--- config.mk ---
export PLATFORM = sky130hd
export DESIGN_NAME = program_loader_flat
export DESIGN_NICKNAME = d
export VERILOG_FILES = /design/src/rtl/program_loader_pkg.sv /design/src/rtl/program_loader_if.sv /design/src/rtl/program_loader_byte_assembler.sv /design/src/rtl/program_loader.sv /design/src/flat_wrapper.sv
export SDC_FILE = /design/constraint.sdc
export NUM_CORES = 1
export LEC_CHECK = 0
export ABC_AREA = 0
export BUFFER_PORTS_ARGS = -buffer_cell sky130_fd_sc_hd__buf_2
export CAP_MARGIN = 20
export CORE_MARGIN = 1.5
export CORE_UTILIZATION = 52
export DETAILED_ROUTE_END_ITERATION = 10
export PLACE_DENSITY = 0.8
export SKIP_CTS_REPAIR_TIMING = 1
export SLEW_MARGIN = 20
export SYNTH_ARGS = -nofsm -noshare
export SYNTH_HDL_FRONTEND = slang
export SYNTH_SLANG_ARGS = --single-unit
--- constraint.sdc ---
create_clock -name clock -period 3 [get_ports clock]
set_clock_uncertainty 0.15 [all_clocks]
set_input_delay 0.3 -clock clock [delete_from_list [all_inputs] [get_ports clock]]
set_output_delay 0.3 -clock clock [all_outputs]
set_load 0.05 [all_outputs]
--- src/rtl/program_loader_pkg.sv ---
// Shared CPU-side definitions: loader FSM encoding, stream byte order, default memory depth.
package program_loader_pkg;

  localparam int unsigned DEFAULT_ADDR_W = 14;
  localparam bit          BIG_ENDIAN     = 1'b1;

  typedef enum logic [2:0] {
    ST_IDLE,
    ST_HDR,
    ST_DATA,
    ST_WRITE,
    ST_FINISH
  } loader_state_e;

  // Shift one received byte into a partially assembled word.
  function automatic logic [31:0] shift_in(input logic [31:0] word, input logic [7:0] b);
    return BIG_ENDIAN ? {word[23:0], b} : {b, word[31:8]};
  endfunction

endpackage

--- src/rtl/program_loader_if.sv ---
// Loader-facing bus: UART byte stream in, instruction-memory write port and status out.
interface program_loader_if import program_loader_pkg::*; #(
  parameter int ADDR_W = DEFAULT_ADDR_W
) ();
  logic              start_pg;
  logic              rx_valid;
  logic [7:0]        rx_byte;
  logic              imem_we;
  logic [ADDR_W-1:0] imem_addr;
  logic [31:0]       imem_wdata;
  logic              cpu_hold;
  logic              busy;
  logic              done;
  logic              err;
  logic [ADDR_W:0]   word_count;

  modport slave (
    input  start_pg, rx_valid, rx_byte,
    output imem_we, imem_addr, imem_wdata, cpu_hold, busy, done, err, word_count
  );

  modport master (
    output start_pg, rx_valid, rx_byte,
    input  imem_we, imem_addr, imem_wdata, cpu_hold, busy, done, err, word_count
  );
endinterface

--- src/rtl/program_loader_byte_assembler.sv ---
// Packs UART bytes into 32-bit words and tracks idle cycles between bytes.
module byte_assembler import program_loader_pkg::*; #(
  parameter logic [19:0] TIMEOUT = 20'd1_000_000
) (
  input  logic        clock,
  input  logic        reset,
  input  logic        clear_i,
  input  logic        accept_i,
  input  logic        count_en_i,
  input  logic [7:0]  byte_i,
  output logic [31:0] word_o,
  output logic        word_done_o,
  output logic        timeout_o
);
  logic [31:0] shift_q;
  logic [1:0]  idx_q;
  logic [19:0] idle_q;

  // word_o already includes the byte being accepted, so the FSM can act on it this cycle.
  assign word_o      = shift_in(shift_q, byte_i);
  assign word_done_o = accept_i && (idx_q == 2'd3);
  assign timeout_o   = (idle_q >= TIMEOUT);

  always_ff @(negedge clock or negedge reset) begin
    if (!reset) begin
      shift_q <= '0;
      idx_q   <= '0;
      idle_q  <= '0;
    end else if (clear_i) begin
      shift_q <= '0;
      idx_q   <= '0;
      idle_q  <= '0;
    end else if (accept_i) begin
      shift_q <= word_o;
      idx_q   <= idx_q + 2'd1;
      idle_q  <= '0;
    end else if (count_en_i && (idle_q < TIMEOUT)) begin
      idle_q  <= idle_q + 20'd1;
    end
  end
endmodule

--- src/rtl/program_loader.sv ---
// UART program loader: reads a word-count header then writes N big-endian words to imem.
module program_loader import program_loader_pkg::*; #(
  parameter int          ADDR_W  = DEFAULT_ADDR_W,
  parameter logic [19:0] TIMEOUT = 20'd1_000_000
) (
  input  logic            clock,
  input  logic            reset,
  program_loader_if.slave bus
);
  localparam logic [32:0] MAX_WORDS = 33'd1 << ADDR_W;

  loader_state_e   state_q, state_d;
  logic [31:0]     n_q, n_d;
  logic [31:0]     wdata_q, wdata_d;
  logic [ADDR_W:0] count_q, count_d, count_inc;
  logic            err_q, err_d;

  logic        accept, count_en, clear;
  logic [31:0] word;
  logic        word_done, timeout;

  assign accept   = bus.rx_valid && (state_q == ST_HDR || state_q == ST_DATA || state_q == ST_WRITE);
  assign count_en = (state_q == ST_HDR) || (state_q == ST_DATA);
  assign clear    = (state_q == ST_IDLE) && bus.start_pg;
  assign count_inc = (&count_q) ? count_q : count_q + (ADDR_W+1)'(1);

  byte_assembler #(.TIMEOUT(TIMEOUT)) u_asm (
    .clock       (clock),
    .reset       (reset),
    .clear_i     (clear),
    .accept_i    (accept),
    .count_en_i  (count_en),
    .byte_i      (bus.rx_byte),
    .word_o      (word),
    .word_done_o (word_done),
    .timeout_o   (timeout)
  );

  always_comb begin
    state_d = state_q;
    n_d     = n_q;
    wdata_d = wdata_q;
    count_d = count_q;
    err_d   = err_q;
    case (state_q)
      ST_IDLE: begin
        if (bus.start_pg) begin
          state_d = ST_HDR;
          err_d   = 1'b0;
          count_d = '0;
        end
      end
      ST_HDR: begin
        if (word_done) begin
          n_d = word;
          if (word == 32'd0) begin
            state_d = ST_FINISH;
          end else if ({1'b0, word} > MAX_WORDS) begin
            state_d = ST_IDLE;
            err_d   = 1'b1;
          end else begin
            state_d = ST_DATA;
          end
        end else if (!bus.rx_valid && timeout) begin
          state_d = ST_IDLE;
          err_d   = 1'b1;
        end
      end
      ST_DATA: begin
        if (word_done) begin
          wdata_d = word;
          state_d = ST_WRITE;
        end else if (!bus.rx_valid && timeout) begin
          state_d = ST_IDLE;
          err_d   = 1'b1;
        end
      end
      ST_WRITE: begin
        // A byte arriving now is absorbed by the assembler as byte 0 of the next word.
        count_d = count_inc;
        state_d = (32'(count_inc) == n_q) ? ST_FINISH : ST_DATA;
      end
      ST_FINISH: state_d = ST_IDLE;
      default:   state_d = ST_IDLE;
    endcase
  end

  always_ff @(negedge clock or negedge reset) begin
    if (!reset) begin
      state_q <= ST_IDLE;
      n_q     <= '0;
      wdata_q <= '0;
      count_q <= '0;
      err_q   <= 1'b0;
    end else begin
      state_q <= state_d;
      n_q     <= n_d;
      wdata_q <= wdata_d;
      count_q <= count_d;
      err_q   <= err_d;
    end
  end

  assign bus.imem_we    = (state_q == ST_WRITE);
  assign bus.imem_addr  = count_q[ADDR_W-1:0];
  assign bus.imem_wdata = wdata_q;
  assign bus.cpu_hold   = (state_q != ST_IDLE);
  assign bus.busy       = (state_q != ST_IDLE);
  assign bus.done       = (state_q == ST_FINISH);
  assign bus.err        = err_q;
  assign bus.word_count = count_q;
endmodule
--- src/flat_wrapper.sv ---
// flat-port wrapper written by rule: the top's interface ports become plain ports
module program_loader_flat import program_loader_pkg::*;
#(
  parameter int          ADDR_W  = DEFAULT_ADDR_W,
  parameter logic [19:0] TIMEOUT = 20'd1_000_000
)
  (clock, reset, bus_start_pg, bus_rx_valid, bus_rx_byte, bus_imem_we, bus_imem_addr, bus_imem_wdata, bus_cpu_hold, bus_busy, bus_done, bus_err, bus_word_count);
  program_loader_if #(.ADDR_W(ADDR_W)) bus_i ();
  input  logic clock;
  input  logic reset;
  input wire logic [$bits(bus_i.start_pg)-1:0] bus_start_pg;
  input wire logic [$bits(bus_i.rx_valid)-1:0] bus_rx_valid;
  input wire logic [$bits(bus_i.rx_byte)-1:0] bus_rx_byte;
  output wire logic [$bits(bus_i.imem_we)-1:0] bus_imem_we;
  output wire logic [$bits(bus_i.imem_addr)-1:0] bus_imem_addr;
  output wire logic [$bits(bus_i.imem_wdata)-1:0] bus_imem_wdata;
  output wire logic [$bits(bus_i.cpu_hold)-1:0] bus_cpu_hold;
  output wire logic [$bits(bus_i.busy)-1:0] bus_busy;
  output wire logic [$bits(bus_i.done)-1:0] bus_done;
  output wire logic [$bits(bus_i.err)-1:0] bus_err;
  output wire logic [$bits(bus_i.word_count)-1:0] bus_word_count;
  assign bus_i.start_pg = bus_start_pg;
  assign bus_i.rx_valid = bus_rx_valid;
  assign bus_i.rx_byte = bus_rx_byte;
  assign bus_imem_we = bus_i.imem_we;
  assign bus_imem_addr = bus_i.imem_addr;
  assign bus_imem_wdata = bus_i.imem_wdata;
  assign bus_cpu_hold = bus_i.cpu_hold;
  assign bus_busy = bus_i.busy;
  assign bus_done = bus_i.done;
  assign bus_err = bus_i.err;
  assign bus_word_count = bus_i.word_count;
  program_loader #(.ADDR_W(ADDR_W), .TIMEOUT(TIMEOUT)) u_core (.clock(clock), .reset(reset), .bus(bus_i));
endmodule
==> results.md <==
- Global-route wire length before repair: 25800 microns
- Violated checks: design-rule violations, negative setup slack
- Crit Path Category: register to primary output
- Post-route DRC: 6
- Share of layout cells above drive strength 1: 38.2%
- Top Ports: 78
- Sink Count: 129
- Slew Viols, Final: 0
- Clk slew on worst S/H paths: 0.04 ns
- R2R Setup Slk: 0.06 ns
- Setup slack after layout: -0.260 ns
- CP endpoint kind: primary output
- Layout area overhead: 34.7%
- Most frequent cells in the layout: dfrtn_1, buf_4, nand2_1
- Crit path max-delay cell type: dfrtn_1
- H-tree levels: 4
- Die area: 0.0126 sq mm
- Hold EP: u_core.n_q[31]
- Final hold violation count: 0
- Max-cap violations: 0
- Netlist Area Pre-Place: 0.00619 sq mm
- DR WL/cell: 19.7 microns
- Sequential share of the synthesized area: 52.2%
- Later-pin clock latency in the skew report: 0.40 ns
- Die H: 112 microns
- Leak Pwr: 0.00395 uW
- Commonest non-fill, non-tap cell in the layout: dfrtn_1
- RSZ-0062 raised after global routing: yes
- Gpl congestion: 0.908
- Worst hold path class: register to register
- Worst-case reg-to-reg path depth: 11
- Hold path cells: 1
- Synth top area cells: dfrtn_1, mux2_2, nand2_1
- Cell breakdown of the critical path: nand3_2, inv_2, buf_8
- Critical path data arrival time: 2.81 ns
- Crit start category: register
- Post-synth EDFFs: 0
- Min-delay src: u_core.n_q[31]
- FF+latch count, synth: 129
- Horiz. Die Dim: 112 microns
- CTS max path bufs: 2
- Power Dens Cells: 843 mW/mm^2
- CTS tree: built
- Row cnt: 39
- Slew at the pin closest to its max-slew limit: 0.513 ns
- Vias in the first global route: 5008
- Final Routed Wirelength: 17200 microns
- Antenna Cells: 0
- Initial drt markers: 445
- Ys flop type: dfrtn_1
- Critical Path Source: u_core.state_q[0]
- Total grt overflow: 0
- Root buffer cell: clkbuf_16
- Initial antenna violation count: 0
- R2r startpoint: u_core.bus.word_count[1]
- Worst Path Max Fanout: 5
- Cells after Synth: 584
- Worst slew margin: 65.8%
- Routed Antenna Nets: 0
- Placeable Area: 0.0115 sq mm
- Yosys top cell area share: 52.2%
- Area after DPL: 0.00710 sq mm
- RR Endpoint: u_core.state_q[1]
- GR Util All Layers: 26.4%
- Via count: 5252
- Crit path largest cell delay: 0.52 ns
- Worst VDD drop: 0.000510 V
- Drt first pass iters: 8
- Asr flop ratio synth: 100%
- CP bufs+invs: 2
- Final nets: 731
- Port Buf Inserts: 77
- Largest net degree at the start of global routing: 97
- Initial core utilization: 53.7%
- YS warnings: 0
- Syn avg cell area: 10.6 sq um
- Req. time, crit path: 2.55 ns
- Status: finished with violations
- Top delay family on crit path: flip-flops
- Final setup fails: 26
- Via-per-instance ratio: 6.03
- Final instance area: 0.00833 sq mm
- Area leader, netlist: dfrtn_1
- Synthesized Nets: 600
- Total power: 7030 uW
- Post-synthesis cell type count: 58
- CTS buffer count: 17
- Detailed Place HPWL: 10700 microns
flip-flops by register name, indices dropped and copies added (netlist names):
name                   flops
u_core.bus.imem_wdata     32
u_core.n_q                32
u_core.u_asm.shift_q      24
u_core.u_asm.idle_q       20
u_core.bus.word_count     15
u_core.state_q             3
u_core.u_asm.idx_q         2
u_core.bus.err             1
cell usage after synthesis (all sizes together) (3+ instances only):
| cell | instances |
|---|---|
| o211ai | 4 |
| xnor2 | 27 |
| nand2 | 76 |
| and2 | 3 |
| xor2 | 8 |
| and3 | 4 |
| a31oi | 3 |
| clkbuf | 21 |
| nor4 | 14 |
| nor2 | 36 |
| nor2b | 3 |
| inv | 12 |
| nand3 | 17 |
| dfrtn | 129 |
| a21oi | 39 |
| mux2 | 66 |
| or3 | 7 |
| and4 | 4 |
| o21ai | 27 |
| nand4 | 8 |
| ha | 4 |
| or4 | 4 |
| buf | 22 |
| or4b | 3 |
| nor3 | 14 |
worst reg2reg max path: stages (launching register included):
cell and delay, ns:
dfrtn_1 0.49, buf_4 0.16, ha_4 0.19, nand4_4 0.13, nor4_2 0.26, buf_4 0.23, nor4b_4 0.08, xnor2_1 0.17
a2111oi_1 0.47, buf_4 0.19, a41o_1 0.18, a221oi_2 0.07
how the worst max path moves through the flow:
stage | endpoint | slack (ns) | cells past startpoint
floorplan | u_core.n_q[10] | -0.16 | 5
global route | bus_done | -0.31 | 3
global placement | u_core.n_q[3] | -0.19 | 5
finish | bus_imem_we | -0.26 | 3
detailed placement | u_core.state_q[1] | -0.38 | 6
CTS | bus_imem_we | -0.42 | 4
per-layer routing:
| layer | vias to the layer above | track usage [%] | wire length, microns |
|---|---|---|---|
| met2 | 269 | 42.0 | 8370 |
| met1 | 2586 | 34.4 | 6870 |
| met5 | - | 0 | 0 |
| met3 | 72 | 7.07 | 1250 |
| li1 | 2325 | - | - |
| met4 | 0 | 11.8 | 663 |
logic make-up (layout without fill, tap and decap cells):
group,count (synthesis),in the layout,synth area share [%]
buffers and inverters,55,199,4.31
flip-flops,129,129,52.2
multiplexers,68,68,12.3
AND/OR/NAND/NOR,197,197,15.8
adder cells (fa/ha/maj),4,4,0.809
XOR/XNOR,35,35,4.96
AO/OA/AOI/OAI,96,96,9.61
per-stage QoR:
step                      utilization (%)  instances  hold WS, ns  setup WS (ns)  setup TNS (ns)
after global placement               61.6        810        0.289         -0.187           -9.70
after global routing                 72.4        871        0.313         -0.306           -2.75
after detailed placement             61.6        810        0.292         -0.378          -12.00
after floorplan                         -        584        0.223         -0.159           -8.17
after CTS                            67.1        842        0.300         -0.423           -7.81
final                                72.4        871        0.298         -0.260           -1.88
area by class of cell:
class / instances / area (sq um)
Multi-Input combinational cell: 400 / 2870
Fill cell: 727 / 3180
Timing Repair Buffer: 155 / 1380
Clock inverter: 10 / 156
Sequential cell: 129 / 3230
Tap cell: 143 / 179
Clock buffer: 22 / 474
Inverter: 12 / 45.0
where the power goes:
part / total, uW / internal, uW / switching (uW) / leakage [uW]
Clock: 2210 / 1450 / 757 / 0.000310
Sequential: 2680 / 2180 / 499 / 0.00174
Combinational: 2140 / 951 / 1190 / 0.00190
Total: 7030 / 4580 / 2450 / 0.00395
Power figures use the tool's default switching activity.
